[config.mk]
export PLATFORM = sky130hd
export DESIGN_NAME = regfile_write_arbiter
export DESIGN_NICKNAME = d
export VERILOG_FILES = /design/src/rtl/regfile_write_arbiter.sv
export SDC_FILE = /design/constraint.sdc
export NUM_CORES = 1
export LEC_CHECK = 0
export CORE_AREA = 2 2 103 85
export CTS_CLUSTER_DIAMETER = 30
export CTS_CLUSTER_SIZE = 20
export DETAILED_ROUTE_END_ITERATION = 10
export DIE_AREA = 0 0 105 87
export PLACE_DENSITY = 0.84
export SYNTH_ARGS = -nofsm -noshare
export SYNTH_HDL_FRONTEND = slang
export SYNTH_SLANG_ARGS = --single-unit
[constraint.sdc]
create_clock -name clk -period 6.98 [get_ports clk]
set_input_delay 1.396 -clock clk [delete_from_list [all_inputs] [get_ports clk]]
set_output_delay 1.396 -clock clk [all_outputs]
set_load 0.05 [all_outputs]
[src/rtl/regfile_write_arbiter.sv]
// Register file write-port arbiter: the pipeline writeback always wins,
// and mult/div results queue in a small FIFO that drains into idle cycles.
module regfile_write_arbiter #(
    parameter int DEPTH        = 2,
    parameter int STARVE_LIMIT = 4,
    parameter int CW           = 3
) (
    input  logic          clk,
    input  logic          reset,
    input  logic          wbValid,
    input  logic [4:0]    wbReg,
    input  logic [31:0]   wbData,
    input  logic          mdValid,
    input  logic [4:0]    mdReg,
    input  logic [31:0]   mdData,
    output logic          mdReady,
    input  logic [4:0]    readReg1,
    input  logic [4:0]    readReg2,
    output logic          pendingHit1,
    output logic          pendingHit2,
    output logic          regWrite,
    output logic [4:0]    writeReg,
    output logic [31:0]   writeData,
    output logic          stallPipe,
    output logic [CW-1:0] fifoCount
);

    localparam int PW = (DEPTH > 1) ? $clog2(DEPTH) : 1;
    localparam int SW = $clog2(STARVE_LIMIT + 1);

    logic [4:0]       slot_reg  [DEPTH];
    logic [31:0]      slot_data [DEPTH];
    logic [DEPTH-1:0] slot_valid;
    logic [DEPTH-1:0] valid_next;
    logic [PW-1:0]    head;
    logic [PW-1:0]    tail;
    logic [CW-1:0]    count;
    logic [SW-1:0]    starve;
    logic [SW-1:0]    starve_next;
    logic             stall;
    logic             wb_grant;
    logic             enq;
    logic             deq;
    logic             hit1;
    logic             hit2;

    function automatic logic [PW-1:0] wrap_inc(input logic [PW-1:0] p);
        return (p == PW'(DEPTH - 1)) ? '0 : p + 1'b1;
    endfunction

    assign mdReady   = (count < CW'(DEPTH)) && !reset;
    assign wb_grant  = wbValid && (wbReg != 5'd0);
    // Only registered occupancy can drain, so a fresh entry waits a cycle.
    assign deq       = !reset && !wb_grant && (count != '0);
    // Writes to x0 complete the handshake but are dropped here.
    assign enq       = mdValid && mdReady && (mdReg != 5'd0);
    assign fifoCount = count;
    assign stallPipe = stall;

    always_comb begin
        regWrite  = 1'b0;
        writeReg  = 5'd0;
        writeData = 32'd0;
        if (!reset) begin
            if (wb_grant) begin
                regWrite  = 1'b1;
                writeReg  = wbReg;
                writeData = wbData;
            end else if (count != '0) begin
                regWrite  = 1'b1;
                writeReg  = slot_reg[head];
                writeData = slot_data[head];
            end
        end
    end

    always_comb begin
        hit1 = 1'b0;
        hit2 = 1'b0;
        for (int i = 0; i < DEPTH; i++) begin
            if (slot_valid[i] && (slot_reg[i] == readReg1)) hit1 = 1'b1;
            if (slot_valid[i] && (slot_reg[i] == readReg2)) hit2 = 1'b1;
        end
    end

    assign pendingHit1 = hit1 && (readReg1 != 5'd0);
    assign pendingHit2 = hit2 && (readReg2 != 5'd0);

    always_comb begin
        valid_next = slot_valid;
        if (deq) valid_next[head] = 1'b0;
        if (enq) valid_next[tail] = 1'b1;
    end

    always_comb begin
        if ((count == '0) || deq) begin
            starve_next = '0;
        end else if (starve != SW'(STARVE_LIMIT)) begin
            starve_next = starve + 1'b1;
        end else begin
            starve_next = starve;
        end
    end

    always_ff @(posedge clk) begin
        if (reset) begin
            head       <= '0;
            tail       <= '0;
            count      <= '0;
            starve     <= '0;
            stall      <= 1'b0;
            slot_valid <= '0;
        end else begin
            if (enq) begin
                slot_reg[tail]  <= mdReg;
                slot_data[tail] <= mdData;
                tail            <= wrap_inc(tail);
            end
            if (deq) head <= wrap_inc(head);
            slot_valid <= valid_next;
            case ({enq, deq})
                2'b10:   count <= count + 1'b1;
                2'b01:   count <= count - 1'b1;
                default: count <= count;
            endcase
            starve <= starve_next;
            if (deq) begin
                stall <= 1'b0;
            end else if (starve_next == SW'(STARVE_LIMIT)) begin
                stall <= 1'b1;
            end
        end
    end

endmodule

==> results of run 1 <==
[where the power goes]
group	total (uW)	switching, uW	internal, uW	leakage, uW
Clock	375	174	201	0.0000990
Sequential	611	19.6	591	0.000776
Combinational	322	189	133	0.000916
[synth_stat cells (all sizes together)]
cell type	count	share of area
edfxtp	74	0.57
mux2i	37	0.095
o2bb2ai	35	0.079
xor2	19	0.043
nor2	16	0.018
buf	12	0.016
dfxtp	12	0.062
inv	10	0.0097
nand3	6	0.011
nor4	6	0.0097
xnor2	6	0.014
a21oi	5	0.0064
nor3	4	0.0064
ha	3	0.0097
nand2	3	0.0029
or4	3	0.0068
a211oi	2	0.0039
a21o	2	0.0039
and3	2	0.0032
o211ai	2	0.0074
o21a	2	0.0039
o21ai	2	0.0026
or3	2	0.0032
a31o	1	0.0023
a41o	1	0.0026
fa	1	0.0052
nor2b	1	0.0016
[path summary, 6_finish.rpt]
kind                        end  slack, ps  cells after the start
setup / recovery  writeData[13]       1480                      6
hold / removal    slot_valid[1]        560                      1
setup reg to reg   fifoCount[2]       4450                      9
hold reg to reg   slot_valid[1]        560                      1
[final cells by class]
cell class,instances,area [um^2]
Tap cell,112,140.1
Fill cell,611,2664
Inverter,10,37.54
Sequential cell,86,2464
Timing Repair Buffer,133,1329
Clock buffer,10,127.6
Multi-Input combinational cell,161,1338
Clock inverter,5,83.83
[cells by family after synthesis]
| kind of cell | after synthesis |
|---|---|
| buffers and inverters | 22 |
| AND/OR/NAND/NOR | 43 |
| AO/OA/AOI/OAI | 52 |
| multiplexers | 37 |
| XOR/XNOR | 25 |
| adder cells (fa/ha/maj) | 4 |
| flip-flops | 86 |
[metrics by stage]
step	total power, uW	utilization	hold WS [ps]
global route	1359	0.6745	569.1
finish	1308	0.6745	556.4
global placement	938.2	0.6486	520.3
floorplan	815.0	-	478.2
CTS	1318	0.6745	548.2
detailed placement	945.7	0.6486	528.8
[worst max-delay path, stage by stage]
cell	delay, ps
clkdlybuf4s50_1	510
nor3_2	80
a21o_1	310
nor2_4	740
o2bb2ai_1	200
clkdlybuf4s50_1	850
[per-layer routing]
layer  track usage  vias up  share of wire
li1              -     1306              -
met3       0.06731       11          0.069
met4       0.04970        0          0.013
met5             0        -              0
met1        0.2409     1282           0.43
met2        0.3288       97           0.48
==> results_dict.tcl, run 1 <==
set metrics [dict create \
    outcome "finished clean" \
    number_of_global_route_vias_before_repair 2766 \
    power_per_cell_area_mw_per_mm2 237.1 \
    numPlacedInstances 502 \
    cts-resized-gates 0 \
    grt_start_max_net_pins 39 \
    n_antenna_cell 0 \
    worstSkewPairLatency_ps 340 \
    synth_top_family_by_area "compound AO/OA/AOI/OAI gates" \
    crit_path_max_fanout 36 \
    routed-via-count 2696 \
    rsz0062_at_grt "false" \
    critPathLaunch "wbReg[1]" \
    timing.final.crit_share 0.7885 \
    coreArea_mm2 0.008183 \
    ant_nets 0 \
    min_period_ps 5504 \
    largest_register_ff_count 64 \
    synth_area_per_cell_um2 14.45 \
    clkTransAtPathRegs_ps 90 \
    mostFrequentLayoutCell "clkdlybuf4s50_1" \
    synth_compound_area_frac 0.1117 \
    leakage_uw 0.001791 \
    port_buffers 132 \
    num-nets-final 493 \
    die_area_mm2 0.009135 \
    holdCritPathClass "reg2reg" \
    worst-setup-path-type "in2out" \
    layout.cells.most_common_list "clkdlybuf4s50_1, edfxtp_1, mux2i_1" \
    initial_utilization 0.4749 \
    netlist_area_mm2 0.003886 \
    placementRows 30 \
    place.gp.congestion 0.8958 \
    global_route_wire_length_before_repair_mm 13.78 \
    tritoncts.num_buffers 9 \
    multiplexer_fraction_of_the_synthesized_cell_area 0.09530 \
    regToRegStartpoint "fifoCount[0]" \
    placed_area_mm2 0.005308 \
    ys_ff_latch 86 \
    final.setup.tns_ps 0 \
    critical_path.startpoint_type "input pin" \
    hold_buf_cts 0 \
    final_cell_count_no_fill 517 \
    syn_to_final_growth_pct 42.02 \
    drv.max_cap_violation_count 0 \
    setup_slack_placement_ps 1456 \
    synth_cells 269 \
    worstPathRequired_ps 5580 \
    post-route-drc-count 0 \
    finalSetupViolations 0 \
    drtPass1Iterations 4 \
    vdd_ir_drop_max_v 0.0001457 \
    tightestPinTransition_ps 1141 \
    net_count_after_synthesis 361 \
    avgRoutedWirePerCell_um 17.12 \
    clock_path_buffers 2 \
    min_from "slot_valid[1]" \
    endpoint_kind "output port" \
    post_drt_via_cell_ratio 5.215 \
    drive_above_1_share 0.05679 \
    final_hold_viol_count 0 \
    synth-xor-area-share 0.05634 \
    numClockSinks 86 \
    pin_count 133 \
    clk_root_buffer_cell "clkbuf_8" \
    critical_path_at_ps 4110 \
    final_cell_area_mm2 0.005519 \
    htree_num_levels 3 \
    post_cts_buffers 0 \
    antenna_found_initial 0 \
    gr-total-overflow 0 \
    synth_simple_gate_area_share 0.06278 \
    global_route.usage.total 0.1941 \
    number_of_drc_markers_after_the_initial_detailed_route_iteration 102 \
    synth-warning-count 0 \
    dpl.hpwl_mm 6.235 \
    die_height_um 87 \
    synth_cell_type_count 35 \
    adder_cell_area_share_of_the_yosys_netlist 0.01481 \
    clock.fmax_mhz 181.7 \
    cts_tree "yes" \
    max_slew_margin 0.2373 \
    fin_skew_ps 9.320 \
    floorplan.die.width_um 105 \
    synth-seq-area-share 0.6336 \
    detail_route.wirelength_mm 8.849 \
    timing.final.max_slew_violations 0 \
    post-route-worst-setup-slack_ps 1476 \
]
No activity file was read; power rests on OpenSTA's default activity.
==> run 2, diff against run 1 <==
--- a/config.mk
+++ b/config.mk
@@ -5,12 +5,12 @@
 export SDC_FILE = /design/constraint.sdc
 export NUM_CORES = 1
 export LEC_CHECK = 0
-export CORE_AREA = 2 2 103 85
+export CORE_AREA = 2 2 106 88
 export CTS_CLUSTER_DIAMETER = 30
 export CTS_CLUSTER_SIZE = 20
 export DETAILED_ROUTE_END_ITERATION = 10
-export DIE_AREA = 0 0 105 87
-export PLACE_DENSITY = 0.84
+export DIE_AREA = 0 0 108 90
+export PLACE_DENSITY = 0.79
 export SYNTH_ARGS = -nofsm -noshare
 export SYNTH_HDL_FRONTEND = slang
 export SYNTH_SLANG_ARGS = --single-unit
==> constraint.sdc (replaced) <==
create_clock -name clk -period 5.1 [get_ports clk]
set_input_delay 1.02 -clock clk [delete_from_list [all_inputs] [get_ports clk]]
set_output_delay 1.02 -clock clk [all_outputs]
set_load 0.05 [all_outputs]
==> run 2 against run 1 <==
  * Global-route usage fell by 0.27 points
  * Via count rose by 1.8%
  * Clock power rose by 32%
  * Cell count rose by 1.4%
  * Flip-flop and latch count did not move
  * Sequential share of layout area fell by 0.23 points
  * Worst setup slack got worse by 1200 ps
  * Die area rose by 6.4%
  * Critical path depth did not move
  * Power rose by 36%
  * Utilization fell by 3.9 points
  * Clock skew barely moved
  * Largest cell class unchanged
  * Largest power group unchanged
==> results_dict.tcl, run 2 (synthesis results as in run 1) <==
set metrics [dict create \
    whs_path_depth 1 \
    crit_path_max_fanout 36 \
    hold_buf_cts 0 \
    ff_latch_area_mm2 0.002464 \
    vdd_ir_drop_max_v 0.0001940 \
    final_core_util 0.6357 \
    tritoncts.num_buffers 9 \
    drive_above_1_share 0.06846 \
    n_antenna_cell 0 \
    port_buffers 132 \
    numClockSinks 86 \
    timing.final.crit_share 0.9435 \
    routed-via-count 2745 \
    mostFrequentLayoutCell "clkdlybuf4s50_1" \
    holdCritPathClass "reg2reg" \
    outcome "finished clean" \
    critical_path.startpoint_type "input pin" \
    area_of_the_multi_input_gates_mm2 0.001338 \
    max_slew_margin 0.5673 \
    avgRoutedWirePerCell_um 17.46 \
    syn_to_final_growth_pct 42.76 \
    whs_endpoint "slot_valid[1]" \
    cp_common_cell "clkdlybuf4s50_1" \
    post_cts_buffers 0 \
    pin_count 133 \
    nFillCells 683 \
    post_drt_via_cell_ratio 5.239 \
    tightestPinTransition_ps 647.5 \
    worstPathRequired_ps 4080 \
    placed_area_mm2 0.005346 \
    post-route-drc-count 0 \
    timing.final.max_slew_violations 0 \
    drtPass1Iterations 7 \
    clock_path_buffers 2 \
    power_uw 1774 \
    num-nets-final 498 \
    leakage_uw 0.001822 \
    floorplan.die.width_um 108 \
    crit-reg2reg-capture "fifoCount[2]" \
    worst-setup-path-type "in2out" \
    cts_tree "yes" \
    detail_route.wirelength_mm 9.147 \
    critical_path.max_stage_delay_ps 850 \
    power_per_cell_area_mw_per_mm2 319.8 \
    htree_num_levels 3 \
    largest_register_ff_count 64 \
    place.gp.congestion 0.8723 \
    fin_skew_ps 8.999 \
    antenna_found_initial 0 \
    endpoint_kind "output port" \
    dpl.hpwl_mm 6.590 \
    die_height_um 90 \
    number_of_drc_markers_after_the_initial_detailed_route_iteration 103 \
    final.setup.tns_ps 0 \
    gr-total-overflow 0 \
    global_route.usage.total 0.1913 \
    timing.reg2reg.worst_path_depth 9 \
    cts-resized-gates 0 \
    clock.fmax_mhz 207.8 \
    ant_nets 0 \
    critical_path_at_ps 3790 \
    final_cell_area_mm2 0.005548 \
    slowest_stage "clkdlybuf4s50_1" \
    worstSkewPairLatency_ps 340 \
    regToRegStartpoint "fifoCount[1]" \
    worst-r2r-setup-slack_ps 2550 \
    grt_start_max_net_pins 37 \
    final_hold_viol_count 0 \
    rsz0062_at_grt "false" \
    layout.cells.most_common_list "clkdlybuf4s50_1, edfxtp_1, mux2i_1" \
    drv.max_cap_violation_count 0 \
    initial_utilization 0.4453 \
    min_from "slot_valid[1]" \
    placementRows 31 \
    crit_chain "clkdlybuf4s50_1 -> nor3_2 -> a21o_1 -> nand3_4 -> o2bb2ai_1 -> clkdlybuf4s50_1" \
    final.hold.worst_slack_ps 561.5 \
    number_of_global_route_vias_before_repair 2962 \
    global_route_wire_length_before_repair_mm 14.30 \
    coreArea_mm2 0.008727 \
    clk_root_buffer_cell "clkbuf_8" \
    finalSetupViolations 0 \
    clkTransAtPathRegs_ps 80 \
    min_period_ps 4812 \
    die_area_mm2 0.009720 \
]
## run 2: cell types whose count changed in the layout (fill, tap and decap cells not counted), sizes merged
| cell | previous run | this run |
|---|---|---|
| buf | 1 | 7 |
| clkinv | 0 | 2 |
| clkinvlp | 2 | 0 |
| clkdlybuf4s50 | 132 | 131 |
| inv | 11 | 10 |
## run 2: how the worst max path moves through the flow
stage,from,end,slack (ps)
final,wbReg[1],writeReg[1],290
after CTS,wbReg[1],writeData[23],290
after detailed placement,wbReg[1],writeData[23],290
after global routing,wbReg[1],writeData[7],150
after floorplan,reset,slot_data[0][0],520
after global placement,wbReg[1],writeReg[1],410
## run 2: layout make-up
type	count	area share
flip-flops and latches	86	0.4441
repair buffers	138	0.2458
multi-input cells	161	0.2411
well taps	115	0.02594
clock buffers	10	0.02300
clock inverters	4	0.01331
inverters	10	0.006766
## run 2: metrics by stage
stage / std cells / setup slack, ps
floorplan: 269 / 522.6
CTS: 524 / 286.4
detailed placement: 510 / 286.6
global placement: 510 / 411.0
global route: 524 / 147.8
finish: 524 / 288.1
## run 2: worst max-delay path: cells and delay by family
kind                   cells  cell delay (ps)
buffers and inverters      2             1320
AOI/OAI and AO/OA          2              730
and+or+nand+nor            2              720
## run 2: power by group
group	internal (uW)	switching, uW
Sequential	808	32.2
Combinational	185	255
Clock	271	223
## run 2: routing by layer
layer | vias to the layer above | global-route usage | share of wire
met5 | - | 0 | 0
met4 | 0 | 0.05021 | 0.0084
met3 | 8 | 0.05584 | 0.080
met2 | 123 | 0.3459 | 0.52
met1 | 1299 | 0.2193 | 0.40
li1 | 1315 | - | -
